[config.mk]
export PLATFORM = sky130hd
export DESIGN_NAME = grf_wb_arbiter
export DESIGN_NICKNAME = d
export VERILOG_FILES = /design/src/rtl/grf_wb_arbiter.sv
export SDC_FILE = /design/constraint.sdc
export NUM_CORES = 1
export LEC_CHECK = 0
export CORE_MARGIN = 2
export CORE_UTILIZATION = 40
export CTS_CLUSTER_SIZE = 20
export DETAILED_ROUTE_END_ITERATION = 10
export PLACE_DENSITY_LB_ADDON = 0.15
export RECOVER_POWER = 50
export SYNTH_ARGS = -nofsm -noshare
export SYNTH_HDL_FRONTEND = slang
export SYNTH_SLANG_ARGS = --single-unit
[constraint.sdc]
create_clock -name clk -period 2.79 [get_ports clk]
set_input_delay 0.837 -clock clk [delete_from_list [all_inputs] [get_ports clk]]
set_output_delay 0.837 -clock clk [all_outputs]
set_load 0.01 [all_outputs]
[src/rtl/grf_wb_arbiter.sv]
// Two-port writeback arbiter for the single GRF write port, with a
// pending-register scoreboard for the long-latency port.
module grf_wb_arbiter #(
  parameter int unsigned STARVE_LIMIT = 3,
  parameter int unsigned CNT_W        = 2
) (
  input  logic        clk,
  input  logic        reset,
  input  logic        wb0_valid,
  output logic        wb0_ready,
  input  logic [4:0]  wb0_a3,
  input  logic [31:0] wb0_wd,
  input  logic [31:0] wb0_pc,
  input  logic        wb1_valid,
  output logic        wb1_ready,
  input  logic [4:0]  wb1_a3,
  input  logic [31:0] wb1_wd,
  input  logic [31:0] wb1_pc,
  input  logic        iss_valid,
  input  logic [4:0]  iss_a3,
  input  logic [4:0]  q_a1,
  input  logic [4:0]  q_a2,
  output logic        q_busy1,
  output logic        q_busy2,
  output logic        pend_any,
  output logic        grf_we,
  output logic [4:0]  grf_a3,
  output logic [31:0] grf_wd,
  output logic [31:0] grf_pc
);

  typedef struct packed {
    logic [4:0]  a3;
    logic [31:0] wd;
    logic [31:0] pc;
  } wb_t;

  localparam logic [CNT_W-1:0] CNT_MAX = '1;

  logic [CNT_W-1:0] cnt_q, cnt_d;
  logic [31:0]      pend_q, pend_d;
  logic             we_q, we_d;
  wb_t              out_q, out_d;

  logic             boost;
  logic             rdy0, rdy1;
  logic             hs0, hs1;
  logic             busy1, busy2;
  wb_t              win;

  assign boost = 32'(cnt_q) >= 32'(STARVE_LIMIT);
  assign rdy0  = !(wb1_valid && boost);
  assign rdy1  = !wb0_valid || boost;
  assign hs0   = wb0_valid && rdy0;
  assign hs1   = wb1_valid && rdy1;

  always_comb begin
    win = '0;
    unique case (1'b1)
      hs1:     win = '{a3: wb1_a3, wd: wb1_wd, pc: wb1_pc};
      hs0:     win = '{a3: wb0_a3, wd: wb0_wd, pc: wb0_pc};
      default: win = '0;
    endcase
  end

  always_comb begin
    cnt_d = cnt_q;
    if (!wb1_valid || hs1) begin
      cnt_d = '0;
    end else if (cnt_q != CNT_MAX) begin
      cnt_d = cnt_q + 1'b1;
    end
  end

  // A write to $0 still refreshes the address/data/pc registers.
  always_comb begin
    we_d  = 1'b0;
    out_d = out_q;
    if (hs0 || hs1) begin
      we_d  = (win.a3 != 5'd0);
      out_d = win;
    end
  end

  // Set is applied after clear so a same-cycle reissue keeps the bit.
  always_comb begin
    pend_d = pend_q;
    if (hs1) begin
      pend_d[wb1_a3] = 1'b0;
    end
    if (iss_valid && iss_a3 != 5'd0) begin
      pend_d[iss_a3] = 1'b1;
    end
    pend_d[0] = 1'b0;
  end

  always_ff @(posedge clk or negedge reset) begin
    if (!reset) begin
      cnt_q  <= '0;
      pend_q <= '0;
      we_q   <= 1'b0;
      out_q  <= '0;
    end else begin
      cnt_q  <= cnt_d;
      pend_q <= pend_d;
      we_q   <= we_d;
      out_q  <= out_d;
    end
  end

  // The in-flight output stage counts as busy until the GRF commits it.
  assign busy1 = (q_a1 != 5'd0) &&
                 (pend_q[q_a1] || (we_q && out_q.a3 == q_a1));
  assign busy2 = (q_a2 != 5'd0) &&
                 (pend_q[q_a2] || (we_q && out_q.a3 == q_a2));

  assign wb0_ready = reset && rdy0;
  assign wb1_ready = reset && rdy1;
  assign q_busy1   = reset && busy1;
  assign q_busy2   = reset && busy2;
  assign pend_any  = reset && (|pend_q);

  assign grf_we = we_q;
  assign grf_a3 = out_q.a3;
  assign grf_wd = out_q.wd;
  assign grf_pc = out_q.pc;

endmodule

== After elaboration in Yosys (flattened, before gate mapping) ==
Cells that the tools add are included.
Word-level totals
  register bits: 103
  bits of input ports: 158
  logic and storage cells: 63
Cells by class
  add/sub/neg operators: 1
  magnitude comparators: 7
  equality and inequality tests: 3
  muxes and demuxes: 14
  bitwise logic cells: 3
  reduce and logical (&&, ||, !) cells: 29
Operators with widths (count)
  69-bit one-hot mux with 2 select lines: 1
  32-bit 2-to-1 mux: 2
  32-bit AND: 1
  32-bit NOT: 1
  32-bit OR: 1
  31-bit OR reduction: 1
  5-bit by 6-bit less-than comparator with 1-bit output (second input constant): 4
  5-bit nonzero test: 4
  1-bit logical AND: 15
  1-bit binary-select mux with 5-bit select: 2
  1-bit demux with 5-bit select: 2
  5-bit equality test: 2
  5-bit by 1-bit greater-or-equal comparator with 1-bit output (second input constant): 2
  1-bit logical OR: 5
  1-bit 2-to-1 mux: 5
  2-bit 2-to-1 mux: 2
  1-bit zero test: 3
  2-bit by 1-bit adder with 2-bit output (second input constant): 1
  2-bit greater-or-equal comparator (second input constant): 1
  2-bit != test (second input constant): 1
  2-bit nonzero test: 1

== Depth between registers and ports, before layout ==
Gate-level depths: netlist (run 1).
  word-level depth: 9
  depth in mapped cells: 7
  mapped depth without buffers: 6

== Worst setup path after synthesis (run 1) ==
Ideal clock, no wire load.
  path type: input -> output
  start: input port q_a1[0]
  end: output port q_busy1
  arrival: 2.007 ns
  required time: 1.953 ns
  path slack: -0.054 ns
  stages: 5
  buffers on the path: 1
  cell sequence: buf_2 mux4_2 a21oi_1 o21ai_1 a31oi_1
On the way
  longest elaborated chain between the ends: 5
Ends and longest elaborated chain
  start: declaration: line 21  | input logic [4:0] q_a1,
  1-bit binary-select mux with 5-bit select or 5-bit equality test (tied branches): line 113  | (pend_q[q_a1] || (we_q && out_q.a3 == q_a1));
  1-bit 2-to-1 mux (not written as such) or 1-bit logical AND (tied branches): line 113
  1-bit logical OR: line 113
  1-bit logical AND *: line 112  | assign busy1 = (q_a1 != 5'd0) &&
  1-bit logical AND *: line 119  | assign q_busy1 = reset && busy1;
  end: declaration: line 23  | output logic q_busy1,
Mark *: on every way between the ends. The rest lies on a longest branch, timed or not. The select of a mux whose other input is x is not followed.

== Worst setup path in the final report (run 1) ==
  start: input port q_a1[1]
  end: output port q_busy1
Same word-level chain as after synthesis.

==> run_results.csv, run 1 <==
group,metric,value,unit
job,cap_violations,2,
floorplan,dieArea,16100,sq um
sta,final.min_clock_period,3.05,ns
sta,drv_slew,102,
logic_synthesis,synth_flop_cell,"dfrtp_1",
outcome,violations,"max-capacitance violations, max-slew violations, negative setup slack",
global_route,grt_max_degree,172,
logic_synthesis,synth_warnings,0,
routing,drtIter0Drc,517,
power_and_ir_drop,clkPwrFrac,26.3,%
clock_tree,path_clk_slew,0.06,ns
final_layout,drive_gt1_share,10.5,%
clock_tree,cts_htree_levels,3,
final_layout,finalNetCount,1102,
logic_synthesis,async_flop_share,100,%
routing,viasPerCell,5.83,
power_and_ir_drop,power_density,495,nW/um^2
final_layout,fin_area,9030,sq um
logic_synthesis,synthDominantCellAreaShare,42.8,%
critical_path,critPathArrivalTime,2.21,ns
floorplan,die_height,127,um
global_route,grtUsageTotal,26.5,%
clock_tree,hold_buffers,0,
critical_path,reg2reg_from,"cnt_q[0]",
critical_path,reg2regPathDepth,9,
power_and_ir_drop,power_switching,1360,uW
floorplan,pin_count,233,
logic_synthesis,yosysMostFrequentCell,"dfrtp_1",
sta,fmax,328,MHz
clock_tree,cts_tree,"built",
clock_tree,cts_buffer_depth,2,
logic_synthesis,syn_inst,705,
routing,remaining_drc_errors,0,
clock_tree,clk_latency,0.35,ns
logic_synthesis,netlist_area,6020,sq um
logic_synthesis,synth_top_area_cell,"dfrtp_1",
clock_tree,clock_tree.root_cell,"clkbuf_16",
sta,setup_violations,10,
power_and_ir_drop,intPower,3120,uW
sta,fin_ws,-0.262,ns
power_and_ir_drop,p_leak,0.00376,uW
logic_synthesis,synth.top_cells.by_area,"dfrtp_1, o22ai_1, a31oi_1",
critical_path,cpMaxStageDelayCell,"mux4_2",
sta,setup_tns,-0.660,ns
sta,rsz0062_at_grt,"yes",
logic_synthesis,synthesis.nets,864,
placed_design,routabilityCongestion,0.978,
routing,vias,6593,
placed_design,placed_area,8760,sq um
routing,post_drt_wl_per_cell,19.1,um
placed_design,portBuffers,232,
critical_path,reg2reg_to,"pend_q[4]",
outcome,outcome,"finished with violations",
critical_path,path_delay_family,"multiplexers",
critical_path,worstPathCellList,"buf_8 -> buf_6 -> mux2i_1 -> mux4_2 -> a21oi_2 -> o21ai_1 -> a31oi_2 -> buf_2",
sta,slew_headroom,-5.98,%
sta,finalHoldViolCount,0,
routing,drtAntennaViolNets,0,
final_layout,finalNonFillerCells,1131,
critical_path,critical-path-max-stage-delay,0.49,ns
critical_path,crit_required,1.95,ns
power_and_ir_drop,total_power,4470,uW
routing,drt-total-wl,21600,um
power_and_ir_drop,p_seq_share,42.9,%
critical_path,crit_buf_inv,3,
critical_path,crit_path_end_kind,"primary output",
power_and_ir_drop,comb_power_share,30.7,%
global_route,grt_pass1_vias,6644,
floorplan,rows,44,
logic_synthesis,ys_types,47,
floorplan,die_w,127,um
global_route,antenna_found_initial,1,
sta,fin_skew,0.00690,ns
power_and_ir_drop,peakVddDrop,295,uV
global_route,grt_pass1_wl,34100,um
global_route,grt_overflow,0,
placed_design,place_inst,1115,
logic_synthesis,synth.ff_latch_count,103,
floorplan,coreArea,14600,sq um
logic_synthesis,ys_seq_area_share,42.8,%
sta,period_share,109,%
clock_tree,clock-sinks,103,
worst_hold_path,hold_path.class,"primary input to asynchronous set/reset pin",
critical_path,reg2reg_slack,0.47,ns
logic_synthesis,syn_avg_cell_area,8.54,sq um
sta,tightest_slew,1.59,ns
logic_synthesis,synth_edf_count,0,
placed_design,hpwl,15700,um
floorplan,initial_core_util,41.1,%
power_and_ir_drop,p_sw_share,30.3,%
placed_design,preCtsSetupSlack,-1.14,ns
clock_tree,cts_made_buffers,9,
logic_synthesis,synth_common_cells,"dfrtp_1, nor2_1, o22ai_1",
critical_path,path_max_fanout,5,
critical_path,path_class,"primary input to primary output",
clock_tree,cts_setup_buffers,0,
critical_path,startpoint_type,"primary input",
routing,drtPass1Iterations,5,
final_layout,syn2layout_area_growth,49.9,%
worst register-to-register path: stages, from the launching register on:
cell and delay (ns):
dfrtp_1 0.35, ha_1 0.45, nand2b_1 0.18, clkbuf_1 0.18
nand2_1 0.09, clkbuf_1 0.20, nor3_1 0.29, clkbuf_1 0.20
nand2_1 0.09, a22o_1 0.18
power groups by stage:
stage	Clock, uW	Sequential, uW	Combinational [uW]
2_1_floorplan	0	1900	590
3_3_place_gp	0	1930	1320
3_5_place_dp	0	1930	1360
4_1_cts	1200	1910	1370
5_1_grt	1240	1930	1490
6_report	1180	1920	1370
what timing repair did:
| item | 4_1_cts | 5_1_grt |
|---|---|---|
| pin swaps | 6 | 5 |
| hold endpoints to repair | 0 | 0 |
| gates resized for setup | 48 | 14 |
| cloned | 1 | 0 |
| setup endpoints to repair | 3 | 3 |
per-stage QoR:
step	util [%]	hold slack, ns
after floorplan	-	0.416
after global placement	59.8	0.429
after detailed placement	59.8	0.437
after CTS	61.8	0.327
after global routing	61.7	0.323
final	61.7	0.332
worst max-delay path by stage:
stage	to	start	cells past startpoint	slack (ns)
after floorplan	q_busy1	q_a1[1]	7	-0.01
after global placement	q_busy1	q_a1[1]	8	-1.07
after detailed placement	q_busy2	q_a2[0]	7	-1.14
after CTS	q_busy1	q_a1[1]	8	-0.26
after global routing	q_busy1	q_a1[1]	8	-0.32
final	q_busy1	q_a1[1]	8	-0.26
kinds of logic (layout without fill, tap and decap cells):
family / after synthesis / count (layout) / synth area share (%)
multiplexers: 29 / 29 / 7.33
AO/OA/AOI/OAI: 261 / 261 / 26.0
flip-flops: 103 / 103 / 42.8
other: 0 / 1 / 0
XOR/XNOR: 10 / 10 / 1.45
AND/OR/NAND/NOR: 174 / 174 / 13.8
adder cells (fa/ha/maj): 1 / 1 / 0.208
buffers and inverters: 127 / 368 / 8.45
layer usage:
metal	vias to the layer above	part of all wire, %	track usage [%]
met1	3215	39	31.9
met2	292	50	45.6
met3	53	7.4	6.45
met4	0	3.5	11.4
li1	3033	-	-
met5	-	0	0
sequential cells by signal, indices dropped and copies added, names as in the netlist:
signal / count
grf_a3: 5
grf_we: 1
cnt_q: 2
grf_pc: 32
grf_wd: 32
pend_q: 31
cell usage in the layout, fill, tap and decap left out, types with 4 or more instances in the layout:
cell type / instances
buf_6: 6
clkbuf_1: 10
nor3_1: 4
inv_1: 67
nor2b_1: 6
xor2_1: 8
clkbuf_16: 9
nand4_1: 4
dlygate4sd3_1: 6
nor2_1: 84
nand2b_1: 8
buf_4: 43
dfrtp_1: 103
mux4_2: 8
nand2_1: 23
a21oi_1: 66
clkdlybuf4s50_1: 211
clkbuf_2: 4
nor4_1: 9
nand3_1: 9
a22o_1: 9
o22ai_1: 70
mux2i_1: 10
mux2_2: 7
a31oi_1: 65
nor3b_1: 6
o21ai_0: 33
nand3b_1: 5
final cells by class:
type                            instances  area, sq um
Fill cell                            1288         5610
Multi-Input combinational cell        475         2990
Timing Repair Buffer                  287         2710
Sequential cell                       103         2580
Clock buffer                           13          260
Inverter                               67          251
Tap cell                              184          230
Clock inverter                          1         5.00
Antenna cell                            1         2.50
No activity file was read; power rests on OpenSTA's default activity.
==> inputs of run 2 (changes only) <==
==> constraint.sdc (replaced) <==
create_clock -name clk -period 3.6 [get_ports clk]
set_input_delay 1.08 -clock clk [delete_from_list [all_inputs] [get_ports clk]]
set_output_delay 1.08 -clock clk [all_outputs]
set_load 0.01 [all_outputs]
==> run 2 against run 1 <==
The flow finishes with violations (max-capacitance violations, max-slew violations). Register-to-register slack better by 0.69 ns. Count of clock-buffer cells in the layout shrank 2. Sequential power shrank 21%. Sequential cell count unchanged. Utilization decreased by 1.5 points. Clock power shrank 9%. Design area decreased by 2.5%. Critical path type unchanged. Critical endpoint is now q_busy2. Highest routed layer unchanged.
==> run_results.csv, run 2 (synthesis gave the netlist of run 1 again) <==
group,metric,value,unit
worst_hold_path,hold_path.class,"flop to flop",
power_and_ir_drop,total_power,3530,uW
routing,drtAntennaViolNets,0,
job,cap_violations,1,
power_and_ir_drop,peakVddDrop,178,uV
global_route,grt_pass1_vias,6477,
floorplan,pin_count,233,
sta,tightest_slew,1.61,ns
clock_tree,clk_latency,0.36,ns
global_route,grtUsageTotal,26.2,%
critical_path,critPathArrivalTime,2.44,ns
sta,setup_violations,0,
worst_hold_path,holdPathStages,1,
clock_tree,clock-sinks,103,
global_route,grt_overflow,0,
sta,fmax,284,MHz
routing,remaining_drc_errors,0,
power_and_ir_drop,p_seq_share,42.8,%
final_layout,syn2layout_area_growth,46.2,%
placed_design,routabilityCongestion,0.962,
power_and_ir_drop,p_sw_share,29.9,%
critical_path,path_class,"primary input to primary output",
outcome,outcome,"finished with violations",
routing,viasPerCell,5.83,
critical_path,path_max_fanout,5,
placed_design,preCtsSetupSlack,-0.822,ns
global_route,grt_max_degree,203,
floorplan,rows,44,
routing,drt-total-wl,21100,um
power_and_ir_drop,p_leak,0.00362,uW
sta,period_share,97.7,%
sta,slew_headroom,-7.15,%
sta,drv_slew,72,
final_layout,final_core_util,60.2,%
routing,drtIter0Drc,540,
critical_path,crit_path_end_kind,"primary output",
power_and_ir_drop,intPower,2470,uW
floorplan,dieArea,16100,sq um
final_layout,drive_gt1_share,7.31,%
floorplan,die_w,127,um
clock_tree,cts_tree,"built",
sta,finalHoldViolCount,0,
outcome,violations,"max-capacitance violations, max-slew violations",
sta,fin_skew,0.0131,ns
global_route,antenna_found_initial,1,
floorplan,initial_core_util,41.1,%
critical_path,reg2reg_from,"cnt_q[0]",
sta,hold_ws,0.461,ns
worst_hold_path,hold_end,"cnt_q[0]",
final_layout,layout_commonest_cell,"clkdlybuf4s50_1",
placed_design,portBuffers,232,
placed_design,hpwl,15200,um
sta,rsz0062_at_grt,"yes",
critical_path,startpoint_type,"primary input",
critical_path,reg2reg_to,"grf_wd[18]",
critical_path,reg2reg_slack,1.16,ns
clock_tree,cts_buffer_depth,2,
clock_tree,cts_htree_levels,3,
sta,fin_ws,0.0814,ns
critical_path,reg2regPathDepth,6,
clock_tree,hold_buffers,0,
clock_tree,path_clk_slew,0.06,ns
floorplan,die_height,127,um
critical_path,crit_required,2.52,ns
global_route,grt_pass1_wl,33400,um
worst_hold_path,hp-start,"cnt_q[0]",
power_and_ir_drop,power_switching,1050,uW
routing,post_drt_wl_per_cell,19.1,um
clock_tree,clock_tree.root_cell,"clkbuf_16",
routing,drtPass1Iterations,5,
power_and_ir_drop,comb_power_share,26.9,%
sta,setup_tns,0,ns
sta,final.min_clock_period,3.52,ns
final_layout,final_cell_mix,"clkdlybuf4s50_1, dfrtp_1, nor2_1, o22ai_1, inv_1",
final_layout,finalNetCount,1071,
floorplan,coreArea,14600,sq um
power_and_ir_drop,clkPwrFrac,30.2,%
routing,vias,6422,
clock_tree,cts_made_buffers,9,
power_and_ir_drop,power_density,401,nW/um^2
-- run 2: changes by cell type in the layout (fill, tap and decap cells not counted), moves of 2 or more --
cell           before  now
clkbuf_1           10    7
buf_2               2    6
buf_4              43   14
mux2_4              2    0
buf_6               6    4
dlygate4sd3_1       6    8
mux2_2              7    9
bufinv_16           0    2
buf_8               2    0
clkbuf_2            4    2
-- run 2: how the worst max path moves through the flow --
stage                 start  cells past startpoint       to  slack [ns]
floorplan           q_a1[0]                      5  q_busy1        0.27
global placement    q_a2[0]                      7  q_busy2       -0.76
detailed placement  q_a2[0]                      7  q_busy2       -0.82
CTS                 q_a2[0]                      8  q_busy2       0.004
global route        q_a2[0]                      7  q_busy2       -0.01
finish              q_a2[0]                      8  q_busy2        0.08
-- run 2: critical path, stage by stage --
cell,delay [ns]
buf_6,0.09
buf_6,0.11
mux4_1,0.55
mux2i_1,0.18
nand2_1,0.09
nand3_1,0.10
a21oi_1,0.08
buf_2,0.15
-- run 2: area by class of cell --
cell class,instances,area (sq um)
tap,184,230
antenna,1,2.50
clock inverter,5,81.3
timing repair buffer,256,2460
fill,1298,5840
multi-input combinational,475,2960
sequential,103,2580
inverter,67,251
clock buffer,11,243
-- run 2: timing repair --
action / CTS / global route
resized for setup: 33 / 9
setup endpoints to repair: 2 / 2
pin swaps: 6 / 7
buffers inserted: 2 / 0
-- run 2: power by group through the flow --
stage	Combinational [uW]	Clock, uW	Sequential [uW]
CTS	958	1090	1500
detailed placement	951	0	1520
global route	1040	1130	1520
finish	951	1070	1510
floorplan	452	0	1470
global placement	921	0	1510
-- run 2: per-layer routing --
layer / vias to the layer above / GRT usage [%] / share of wire, %
met2: 302 / 44.4 / 50
met4: 0 / 13.6 / 4.1
li1: 2983 / - / -
met5: - / 0 / 0
met3: 67 / 6.62 / 7.7
met1: 3070 / 31.0 / 38
-- run 2: through the flow --
stage | cell area, sq um | cells
final | 8810 | 1102
after global routing | 8810 | 1102
after CTS | 8850 | 1102
after detailed placement | 8500 | 1084
after global placement | 8500 | 1084
after floorplan | 6020 | 705
